--- src/rtl/iter_divider.sv ---
// ---------------------------------------------------------------------------
// iter_divider
//   Multi-cycle restoring divider for DIV/DIVU. Sits beside the combinational
//   alu. One quotient bit is resolved per clock, so a division takes WIDTH
//   iterations plus one sign-correction cycle. A start/busy/done handshake
//   lets the control unit stall the pipeline while a division is in flight.
//
// Ports
//   clk       rising-edge clock
//   rst       asynchronous, active-high reset (aborts any division)
//   start     request, sampled only while idle
//   sign      1 = signed (DIV), 0 = unsigned (DIVU); captured with start
//   dividend  numerator, captured with start
//   divisor   denominator, captured with start
//   q         registered quotient (held until the next result or reset)
//   r         registered remainder (held until the next result or reset)
//   busy      high from the cycle after start up to the sign-correction cycle
//   done      one-cycle pulse when q/r are valid
//   div_zero  set with done when the divisor was zero; held until next start
// ---------------------------------------------------------------------------
module iter_divider #(
    parameter int WIDTH = 32
) (
    input  logic             clk,
    input  logic             rst,
    input  logic             start,
    input  logic             sign,
    input  logic [WIDTH-1:0] dividend,
    input  logic [WIDTH-1:0] divisor,
    output logic [WIDTH-1:0] q,
    output logic [WIDTH-1:0] r,
    output logic             busy,
    output logic             done,
    output logic             div_zero
);

    localparam int CNT_W = (WIDTH > 1) ? $clog2(WIDTH) : 1;

    typedef enum logic [1:0] {
        IDLE   = 2'd0,
        RUN    = 2'd1,
        FINISH = 2'd2
    } state_t;

    state_t           state;
    state_t           state_nxt;
    logic [CNT_W-1:0] cnt;
    logic [WIDTH-1:0] rem;       // partial remainder
    logic [WIDTH-1:0] quo;       // dividend bits shifting out, quotient bits shifting in
    logic [WIDTH-1:0] dvsr;      // divisor magnitude
    logic             neg_q;     // negate quotient at FINISH
    logic             neg_r;     // negate remainder at FINISH
    logic             dz_pend;   // captured divisor was zero

    logic             divisor_zero;
    logic [WIDTH-1:0] dividend_mag;
    logic [WIDTH-1:0] divisor_mag;
    logic [WIDTH:0]   trial;
    logic             last_step;

    assign divisor_zero = (divisor == '0);

    // In signed mode the core works on magnitudes. The most negative value
    // maps onto itself, which is the correct unsigned magnitude.
    assign dividend_mag = (sign && dividend[WIDTH-1]) ? -dividend : dividend;
    assign divisor_mag  = (sign && divisor[WIDTH-1])  ? -divisor  : divisor;

    // Shift the next dividend bit into the remainder and trial-subtract one
    // bit wider than the operands, so divisors >= 2^(WIDTH-1) still compare
    // correctly; trial[WIDTH] is the borrow (negative result).
    assign trial     = {rem, quo[WIDTH-1]} - {1'b0, dvsr};
    assign last_step = (cnt == CNT_W'(WIDTH - 1));

    assign busy = (state != IDLE);

    // NOTE: sequential state uses non-blocking assignments so every register
    // samples the values from before the edge, independent of block order.
    always_ff @(posedge clk or posedge rst) begin
        if (rst) begin
            state <= IDLE;
        end else begin
            state <= state_nxt;
        end
    end

    // NOTE: the default assignment at the top keeps every path driven, so no
    // latch is inferred for state_nxt.
    always_comb begin
        state_nxt = state;
        case (state)
            IDLE: begin
                if (start) begin
                    state_nxt = divisor_zero ? FINISH : RUN;
                end
            end
            RUN: begin
                if (last_step) begin
                    state_nxt = FINISH;
                end
            end
            FINISH:  state_nxt = IDLE;
            default: state_nxt = IDLE;
        endcase
    end

    always_ff @(posedge clk or posedge rst) begin
        if (rst) begin
            cnt      <= '0;
            rem      <= '0;
            quo      <= '0;
            dvsr     <= '0;
            neg_q    <= 1'b0;
            neg_r    <= 1'b0;
            dz_pend  <= 1'b0;
            q        <= '0;
            r        <= '0;
            done     <= 1'b0;
            div_zero <= 1'b0;
        end else begin
            done <= 1'b0;
            case (state)
                IDLE: begin
                    if (start) begin
                        cnt      <= '0;
                        rem      <= '0;
                        dvsr     <= divisor_mag;
                        neg_q    <= sign & (dividend[WIDTH-1] ^ divisor[WIDTH-1]);
                        neg_r    <= sign & dividend[WIDTH-1];
                        dz_pend  <= divisor_zero;
                        // A zero divisor skips the loop; keeping the raw
                        // dividend here lets FINISH return it as remainder.
                        quo      <= divisor_zero ? dividend : dividend_mag;
                        div_zero <= 1'b0;
                    end
                end
                RUN: begin
                    cnt <= cnt + 1'b1;
                    if (!trial[WIDTH]) begin
                        rem <= trial[WIDTH-1:0];
                        quo <= {quo[WIDTH-2:0], 1'b1};
                    end else begin
                        rem <= {rem[WIDTH-2:0], quo[WIDTH-1]};
                        quo <= {quo[WIDTH-2:0], 1'b0};
                    end
                end
                FINISH: begin
                    done <= 1'b1;
                    if (dz_pend) begin
                        q        <= '1;
                        r        <= quo;
                        div_zero <= 1'b1;
                    end else begin
                        q <= neg_q ? -quo : quo;
                        r <= neg_r ? -rem : rem;
                    end
                end
                default: ;
            endcase
        end
    end

endmodule

--- config.mk ---
export PLATFORM = sky130hd
export DESIGN_NAME = iter_divider
export DESIGN_NICKNAME = d
export VERILOG_FILES = /design/src/rtl/iter_divider.sv
export SDC_FILE = /design/constraint.sdc
export NUM_CORES = 1
export LEC_CHECK = 0
export CORE_MARGIN = 3
export CORE_UTILIZATION = 50
export CTS_CLUSTER_DIAMETER = 150
export DETAILED_ROUTE_END_ITERATION = 7
export PLACE_DENSITY = 0.84
export SYNTH_ARGS = -nofsm -noshare
export SYNTH_HDL_FRONTEND = slang
export SYNTH_SLANG_ARGS = --single-unit
--- constraint.sdc ---
create_clock -name clk -period 7.4 [get_ports clk]
set_input_delay 0.74 -clock clk [delete_from_list [all_inputs] [get_ports clk]]
set_output_delay 0.74 -clock clk [all_outputs]
set_load 0.01 [all_outputs]
## Word level (Yosys, flattened, before mapping)

Index checks and enable logic that the tools add are counted.
Widths: inputs -> output; s select.

- Flip-flop bits (word level): 172
- Input port bits: 68
- Output and inout bits: 67
- Word-level logic and storage cells: 61

- Add/subtract/negate cells: 6
- Equality and inequality tests: 6
- Mux-type cells: 23
- Bitwise operators: 3
- Reduce and logical (&&, ||, !) cells: 11

Operator list:

| operator | count |
|---|---|
| $mux 32 | 10 |
| $neg 32->32 | 4 |
| $pmux 32 s2 | 2 |
| $sub 33x32->33 | 1 |
| $logic_not 32->1 | 1 |
| $pmux 5 s2 | 1 |
| $mux 2 | 3 |
| $ne 2x2->1 const B | 3 |
| $reduce_and 2->1 | 3 |
| $reduce_bool 2->1 | 3 |
| $add 5x1->5 const B | 1 |
| $eq 5x5->1 const B | 1 |
| $mux 5 | 1 |
| $mux 1 | 4 |
| $pmux 2 s2 | 1 |
| $reduce_and 3->1 | 1 |
| $and 1x1->1 | 2 |
| $eq 2x1->1 const B | 1 |
| $eq 2x2->1 const B | 1 |
| $logic_and 1x1->1 | 2 |
| $logic_not 2->1 | 1 |
| $pmux 1 s2 | 1 |
| $xor 1x1->1 | 1 |

## Logic depth before layout (Yosys ltp)

Gate-level depths: netlist of run 1.

- Depth after elaboration: 5
- Depth in mapped cells: 14
- Mapped depth without buffers: 12

## Worst setup path before layout of run 1

No wires, ideal clock.

- Path type: in2reg
- Start point: input port dividend[0]
- End point: register quo[26]
- Setup time: 0.133 ns
- Arrival: 3.080 ns
- Data required time: 7.267 ns
- Setup slack: 4.187 ns
- Stages: 10
- Buffers on the path: 0
- Path through: inv_1 ha_1 nand3_1 or2_2 or4_1 or3_1 or3_1 o31ai_1 xor2_1 o21ai_0

- Longest elaborated chain between the ends: 5

RTL lines:

| element | line | RTL |
|---|---|---|
| start, declared | 28 | `input logic [WIDTH-1:0] dividend,` |
| $neg 32->32 | 65 | `assign dividend_mag = (sign && dividend[WIDTH-1]) ? -dividend : dividend;` |
| $mux 32 | 65 |  |
| $mux 32 | 132 | `quo <= divisor_zero ? dividend : dividend_mag;` |
| $mux 32 | 123 | `if (start) begin` |
| $pmux 32 s2 | 121 | `case (state)` |
| end signal, assigned | 132 |  |
| end signal, assigned | 140 | `quo <= {quo[WIDTH-2:0], 1'b1};` |
| end signal, assigned | 143 | `quo <= {quo[WIDTH-2:0], 1'b0};` |
| end, declared | 49 | `logic [WIDTH-1:0] quo;` |

Every way passes these cells. The select of a mux whose other input is x is not followed.
A chain may end at the register's enable or synchronous reset.

## Worst setup path in the final report of run 1

- Start point: input port divisor[13]
- End point: register quo[10]

- Longest elaborated chain between the ends: 4

RTL lines:

| element | line | RTL |
|---|---|---|
| start, declared | 29 | `input logic [WIDTH-1:0] divisor,` |
| $logic_not 32->1 | 61 | `assign divisor_zero = (divisor == '0);` |
| $mux 32 | 132 |  |
| $mux 32 | 123 |  |
| $pmux 32 s2 | 121 |  |

Every way passes these cells. The select of a mux whose other input is x is not followed.

==> results of run 1 <==
-- per-stage QoR --
| step | total power, mW | setup WS (ns) | hold slack [ns] | util | cells |
|---|---|---|---|---|---|
| 2_1_floorplan | 4.29 | 2.00 | 0.449 | - | 1335 |
| 3_3_place_gp | 5.06 | 3.14 | 0.458 | 0.579 | 1676 |
| 3_5_place_dp | 5.18 | 2.99 | 0.464 | 0.579 | 1676 |
| 4_1_cts | 6.13 | 3.45 | 0.482 | 0.606 | 1708 |
| 5_1_grt | 6.70 | 3.04 | 0.503 | 0.606 | 1708 |
| 6_report | 6.18 | 3.35 | 0.480 | 0.606 | 1708 |
-- report_power, final --
| group | total (mW) | switching (mW) | leakage [nW] | internal [mW] |
|---|---|---|---|---|
| Combinational | 3.38 | 1.88 | 3.22 | 1.50 |
| Clock | 0.924 | 0.393 | 0.282 | 0.531 |
| Sequential | 1.88 | 0.581 | 2.05 | 1.30 |
| Total | 6.18 | 2.85 | 5.55 | 3.33 |
-- layer usage --
layer / routed length [um] / up-vias / share of wire
li1: - / 4892 / -
met1: 13400 / 4839 / 0.44
met2: 13800 / 469 / 0.45
met3: 2370 / 69 / 0.078
met4: 880 / 0 / 0.029
met5: 0 / - / 0
-- state kept, by name, indices dropped and copies added (netlist names) --
| signal | count |
|---|---|
| dvsr | 32 |
| q | 32 |
| quo | 32 |
| r | 32 |
| rem | 32 |
| cnt | 5 |
| state | 2 |
| div_zero | 1 |
| done | 1 |
| dz_pend | 1 |
| neg_q | 1 |
| neg_r | 1 |
-- cell type report --
cell class              instances  area, um^2
fillers                      1853        8650
well taps                     280         350
inverters                      50         193
flip-flops and latches        172        4310
clock inverters                14         170
repair buffers                140        1390
clock buffers                  18         429
multi-input cells            1034        6470
-- worst max-delay path by stage --
stage	slack, ns	from	to	cells past startpoint
floorplan	2.00	rst	cnt[0]	1
global placement	3.14	divisor[13]	quo[13]	9
detailed placement	2.99	divisor[13]	quo[16]	9
CTS	3.45	divisor[13]	quo[10]	9
global route	3.04	divisor[13]	quo[13]	9
finish	3.35	divisor[13]	quo[10]	9
-- synth_stat cells, drive strengths merged (2+ instances only) --
library cell	number	share of area
a211oi	3	0.0020
a21o	11	0.0073
a21oi	110	0.050
a22oi	32	0.021
a31oi	9	0.0050
and2	3	0.0017
and3	2	0.0011
buf	10	0.0041
clkbuf	68	0.023
dfrtp	172	0.38
ha	38	0.042
inv	49	0.016
mux2i	39	0.035
nand2	154	0.051
nand2b	18	0.011
nand3	39	0.017
nand3b	3	0.0020
nand4	11	0.0061
nor2	90	0.030
nor2b	6	0.0033
nor3	14	0.0062
nor3b	2	0.0013
nor4	7	0.0039
o211ai	7	0.0047
o21a	6	0.0040
o21ai	185	0.083
o21bai	3	0.0020
o31a	2	0.0016
o31ai	32	0.021
o41ai	10	0.0091
or2	3	0.0017
or3	16	0.0093
or4	20	0.013
xnor2	59	0.046
xor2	87	0.068
-- placed cells by master, fill, tap and decap left out, types with 5 or more instances in the layout --
cell             instances
o21ai_0                184
dfrtp_1                171
nand2_1                153
clkdlybuf4s50_1        134
a21oi_1                107
nor2_1                  88
xor2_1                  87
xnor2_1                 58
inv_1                   48
nand3_1                 39
mux2i_1                 39
ha_1                    38
o31ai_1                 32
a22oi_1                 32
or4_1                   20
clkbuf_16               17
or3_1                   15
nand2b_1                15
nor3_1                  14
nand4_1                 11
a21o_1                  11
a31oi_1                  9
o41ai_1                  8
nor4_1                   7
o211ai_1                 7
o21a_1                   6
buf_4                    6
nor2b_1                  5
-- worst reg2reg max path, delay by kind of cell (launching register included) --
| kind | cells | cell delay [ns] |
|---|---|---|
| simple gates | 4 | 0.71 |
| fa+ha+maj | 2 | 0.60 |
| buf+inv | 2 | 0.56 |
| compound gates | 4 | 0.97 |
| xor+xnor | 1 | 0.23 |
| flops | 1 | 0.50 |
-- cells by family (layout without fill, tap and decap cells) --
family                   Yosys count  in the layout
AO/OA/AOI/OAI                    418            418
AND/OR/NAND/NOR                  392            392
buffers and inverters            129            222
XOR/XNOR                         146            146
adder cells (fa/ha/maj)           39             39
multiplexers                      39             39
flip-flops                       172            172
==> impl_metrics.env, run 1 <==
export IMPL_area_growth_pct=18.3
export IMPL_hold_path_startpoint="dvsr[30]"
export IMPL_synth_compound_area_frac=0.217
export IMPL_synth_area_um2=11200
export IMPL_worst_pin_slew_ns=1.30
export IMPL_gr_usage_met3=0.0424
export IMPL_grt_pass1_wl_um=48700
export IMPL_async_reset_ff_frac=1.00
export IMPL_tns_ns=0
export IMPL_slowest_stage="nor3b_1"
export IMPL_cts_tree="done"
export IMPL_die_area_um2=24300
export IMPL_critPathKind="in -> reg"
export IMPL_slew_headroom=0.134
export IMPL_crit_family="simple AND/OR/NAND/NOR gates"
export IMPL_synth_simple_gate_area_share=0.163
export IMPL_worstPathArrival_ns=4.32
export IMPL_synth_top_family_by_area="compound AO/OA/AOI/OAI gates"
export IMPL_cts_buffer_depth=2
export IMPL_fin_area_um2=13300
export IMPL_path_buf_inv=1
export IMPL_die_w_um=156
export IMPL_setup_violations=0
export IMPL_final_nets=1522
export IMPL_design_core_area_um2=22000
export IMPL_via_count=10300
export IMPL_grt_usage=0.246
export IMPL_synth_flop_cell="dfrtp_1"
export IMPL_hold_path_end="dvsr[30]"
export IMPL_die_y_um=156
export IMPL_period_needed_ns=4.05
export IMPL_p_leak_nw=5.55
export IMPL_yosysSeqAreaShare=0.383
export IMPL_grt_start_max_net_pins=128
export IMPL_critPathMaxFanout=25
export IMPL_grt_pass1_vias=9459
export IMPL_antenna_found_initial=0
export IMPL_peakVddDrop_mv=0.318
export IMPL_ctsRootBufferMaster="clkbuf_16"
export IMPL_met1_usage=0.345
export IMPL_antenna_cells=0
export IMPL_max_freq_mhz=247
export IMPL_p_per_area_nw_per_um2=465
export IMPL_htreeDepth=4
export IMPL_slew_viol_final=0
export IMPL_hold_violations=0
export IMPL_dp_hpwl_um=21700
export IMPL_ys_warn_count=0
export IMPL_viasPerCell=6.01
export IMPL_min_path_cells=2
export IMPL_clock_skew_ns=0.0112
export IMPL_ys_types=58
export IMPL_rsz0062_at_grt="no"
export IMPL_ys_ff_latch=172
export IMPL_reg2reg_depth=13
export IMPL_r2r_slack_ns=3.71
export IMPL_gp_congestion=0.941
export IMPL_grtUsageMet2=0.390
export IMPL_worstPathCellList="clkdlybuf4s50_1, or4_1, nor4_1, nand2b_1, nor3b_1, a21oi_2, o21ai_0, xor2_1, o21ai_0"
export IMPL_synth_edf_count=0
export IMPL_cts_hold_buf=0
export IMPL_drtPass1Iterations=5
export IMPL_synth_nets=1442
export IMPL_syn_area_per_cell_um2=8.42
export IMPL_required_ns=7.67
export IMPL_drc_errors=0
export IMPL_drt_initial_drc_count=928
export IMPL_rr_startpoint="quo[31]"
export IMPL_synth_xor_area_frac=0.114
export IMPL_fp_row_count=54
export IMPL_placed_cell_area_um2=12700
export IMPL_clk_latency_ns=0.44
export IMPL_muxShareOfSynthArea=0.0347
export IMPL_slowest_delay_ns=0.87
export IMPL_r2r_end="rem[31]"
export IMPL_run_status="finished, final reports clean"
export IMPL_busiest_layer="met2"
export IMPL_post_cts_resized=0
export IMPL_grt_overflow=0
export IMPL_final_layout_size_suffix_gt1_frac=0.0399
export IMPL_clkSlewWorstSetupHoldPaths_ns=0.07
export IMPL_cp_common_cell="o21ai_0"
export IMPL_worstSetupEndpointType="register"
export IMPL_ios=135
export IMPL_critPathLaunchType="input pin"
export IMPL_cap_viol_max_count=0
export IMPL_synthAdderAreaFrac=0.0441
export IMPL_syn_inst=1335
export IMPL_numPortBuffers=134
export IMPL_clock_sinks=172
export IMPL_final_antenna_net_count=0
export IMPL_finalWirelength_um=30400
export IMPL_cts_buffers=17
export IMPL_post_cts_buffers=0
export IMPL_start_util=0.512
export IMPL_finalCritPeriodShare=0.547
export IMPL_hold_path_class="reg -> reg"
export IMPL_wl_per_cell_um=17.8
Power figures use the tool's default switching activity.
==> run 2: changes to the inputs <==
==> constraint.sdc (replaced) <==
create_clock -name clk -period 3.9 [get_ports clk]
set_input_delay 0.39 -clock clk [delete_from_list [all_inputs] [get_ports clk]]
set_output_delay 0.39 -clock clk [all_outputs]
set_load 0.01 [all_outputs]
==> run 2 against run 1 <==
Utilization rose by 0.54 points. First-iteration DRC count fell by 2.0%. Sequential share of layout area fell by 0.28 points. Wire length rose by 0.41%.
==> impl_metrics.env, run 2 (synthesized netlist as in run 1, its figures left out) <==
export IMPL_run_status="finished, final reports clean"
export IMPL_grt_usage=0.248
export IMPL_rsz0062_at_grt="no"
export IMPL_final_layout_size_suffix_gt1_frac=0.0466
export IMPL_internal_power_mw=6.37
export IMPL_worst_pin_slew_ns=1.26
export IMPL_numPortBuffers=134
export IMPL_rr_startpoint="quo[2]"
export IMPL_post_cts_resized=0
export IMPL_r2r_slack_ns=0.57
export IMPL_period_needed_ns=3.33
export IMPL_worst_slack_ns=0.568
export IMPL_design_core_area_um2=22000
export IMPL_drt_initial_drc_count=909
export IMPL_gp_congestion=0.922
export IMPL_holdWs_ns=0.311
export IMPL_grt_start_max_net_pins=128
export IMPL_slowest_delay_ns=0.46
export IMPL_die_w_um=156
export IMPL_cts_buffer_depth=2
export IMPL_slew_headroom=0.159
export IMPL_reg2reg_depth=9
export IMPL_worstSetupEndpointType="register"
export IMPL_antenna_cells=0
export IMPL_final_nets=1532
export IMPL_slew_viol_final=0
export IMPL_finalWirelength_um=30500
export IMPL_final_antenna_net_count=0
export IMPL_finalCritPeriodShare=0.854
export IMPL_dp_cells=1686
export IMPL_worstPathCellList="or3_4, or3b_1, or2_1, or3_1, o31ai_1, a21boi_0, nand2_1, xnor2_1, a21oi_1"
export IMPL_ctsRootBufferMaster="clkbuf_16"
export IMPL_p_per_area_nw_per_um2=884
export IMPL_required_ns=4.17
export IMPL_fin_area_um2=13400
export IMPL_clk_latency_ns=0.45
export IMPL_critPathMaxFanout=3
export IMPL_grt_pass1_wl_um=49100
export IMPL_final_cell_count_no_fill=1718
export IMPL_tns_ns=0
export IMPL_pwr_share_comb=0.554
export IMPL_clkSlewWorstSetupHoldPaths_ns=0.08
export IMPL_cts_buffers=17
export IMPL_wl_per_cell_um=17.8
export IMPL_placed_cell_area_um2=12800
export IMPL_p_leak_nw=5.62
export IMPL_dp_hpwl_um=22400
export IMPL_htreeDepth=4
export IMPL_slowest_stage="a21boi_0"
export IMPL_fin_util=0.611
export IMPL_clock_skew_ns=0.0166
export IMPL_p_sw_frac=0.463
export IMPL_die_y_um=156
export IMPL_drc_errors=0
export IMPL_seqPwrFrac=0.298
export IMPL_critPathKind="reg -> reg"
export IMPL_fp_row_count=54
export IMPL_hold_path_class="in -> async"
export IMPL_final_common_cell="o21ai_0"
export IMPL_grt_overflow=0
export IMPL_via_count=10300
export IMPL_clock_sinks=172
export IMPL_viasPerCell=6.00
export IMPL_peakVddDrop_mv=0.559
export IMPL_final_cell_mix="184 x o21ai_0, 171 x dfrtp_1, 153 x nand2_1"
export IMPL_max_freq_mhz=300
export IMPL_die_area_um2=24300
export IMPL_ios=135
export IMPL_setup_violations=0
export IMPL_critPathLaunchType="register"
export IMPL_antenna_found_initial=0
export IMPL_num_fill_cells=1827
export IMPL_post_place_ws_ns=0.227
export IMPL_netSwitchingPower_mw=5.50
export IMPL_post_cts_buffers=0
export IMPL_cts_tree="done"
export IMPL_finalPower_mw=11.9
export IMPL_area_growth_pct=19.4
export IMPL_grt_pass1_vias=9541
export IMPL_hold_violations=0
export IMPL_r2r_end="q[30]"
export IMPL_drtPass1Iterations=8
export IMPL_cap_viol_max_count=0
export IMPL_worstPathArrival_ns=3.60
export IMPL_start_util=0.512
export IMPL_cts_hold_buf=0
export IMPL_clock_power_share=0.148
## run 2: cell count changes in the layout (fill, tap and decap cells not counted)
cell	previous run	this run
buf_12	0	3
buf_4	6	13
bufinv_16	3	2
clkinv_2	3	0
clkinv_8	0	1
clkinvlp_4	4	2
inv_6	2	5
inv_8	0	2
## run 2: how the worst max path moves through the flow
| stage | end | from | slack [ns] | depth (start not counted) |
|---|---|---|---|---|
| final | q[30] | quo[2] | 0.57 | 9 |
| after CTS | rem[14] | rem[0] | 0.62 | 11 |
| after global placement | quo[26] | dividend[0] | 0.31 | 11 |
| after global routing | rem[11] | rem[0] | 0.40 | 11 |
| after floorplan | rem[31] | quo[31] | 0.78 | 14 |
| after detailed placement | quo[26] | dividend[0] | 0.23 | 11 |
## run 2: layer usage
metal  track usage  wire, um  up-vias
met2         0.383     13600      480
met3        0.0444      2560       84
met4        0.0980      1110        0
met1         0.347     13200     4846
met5             0         0        -
li1              -         -     4906
## run 2: power by group through the flow
stage / Sequential [mW] / Clock, mW / Combinational (mW)
finish: 3.53 / 1.76 / 6.57
global route: 3.60 / 1.85 / 7.35
CTS: 3.48 / 1.77 / 6.51
detailed placement: 3.51 / 0 / 6.45
global placement: 3.46 / 0 / 6.26
floorplan: 3.07 / 0 / 5.07
## run 2: area by class of cell
type | instances | area (um^2) | area share
clock buffer | 18 | 429 | 0.0320
clock inverter | 14 | 176 | 0.0131
inverter | 50 | 191 | 0.0143
multi-input combinational | 1034 | 6470 | 0.482
sequential | 172 | 4310 | 0.321
tap | 280 | 350 | 0.0261
timing repair buffer | 150 | 1500 | 0.112
## run 2: critical path: cells and delay by family, from the launching register on
| family | cells | cell delay (ns) |
|---|---|---|
| DFF | 1 | 0.39 |
| AOI/OAI and AO/OA | 3 | 0.98 |
| xor gates and xnor gates | 1 | 0.20 |
| and+or+nand+nor | 5 | 1.59 |
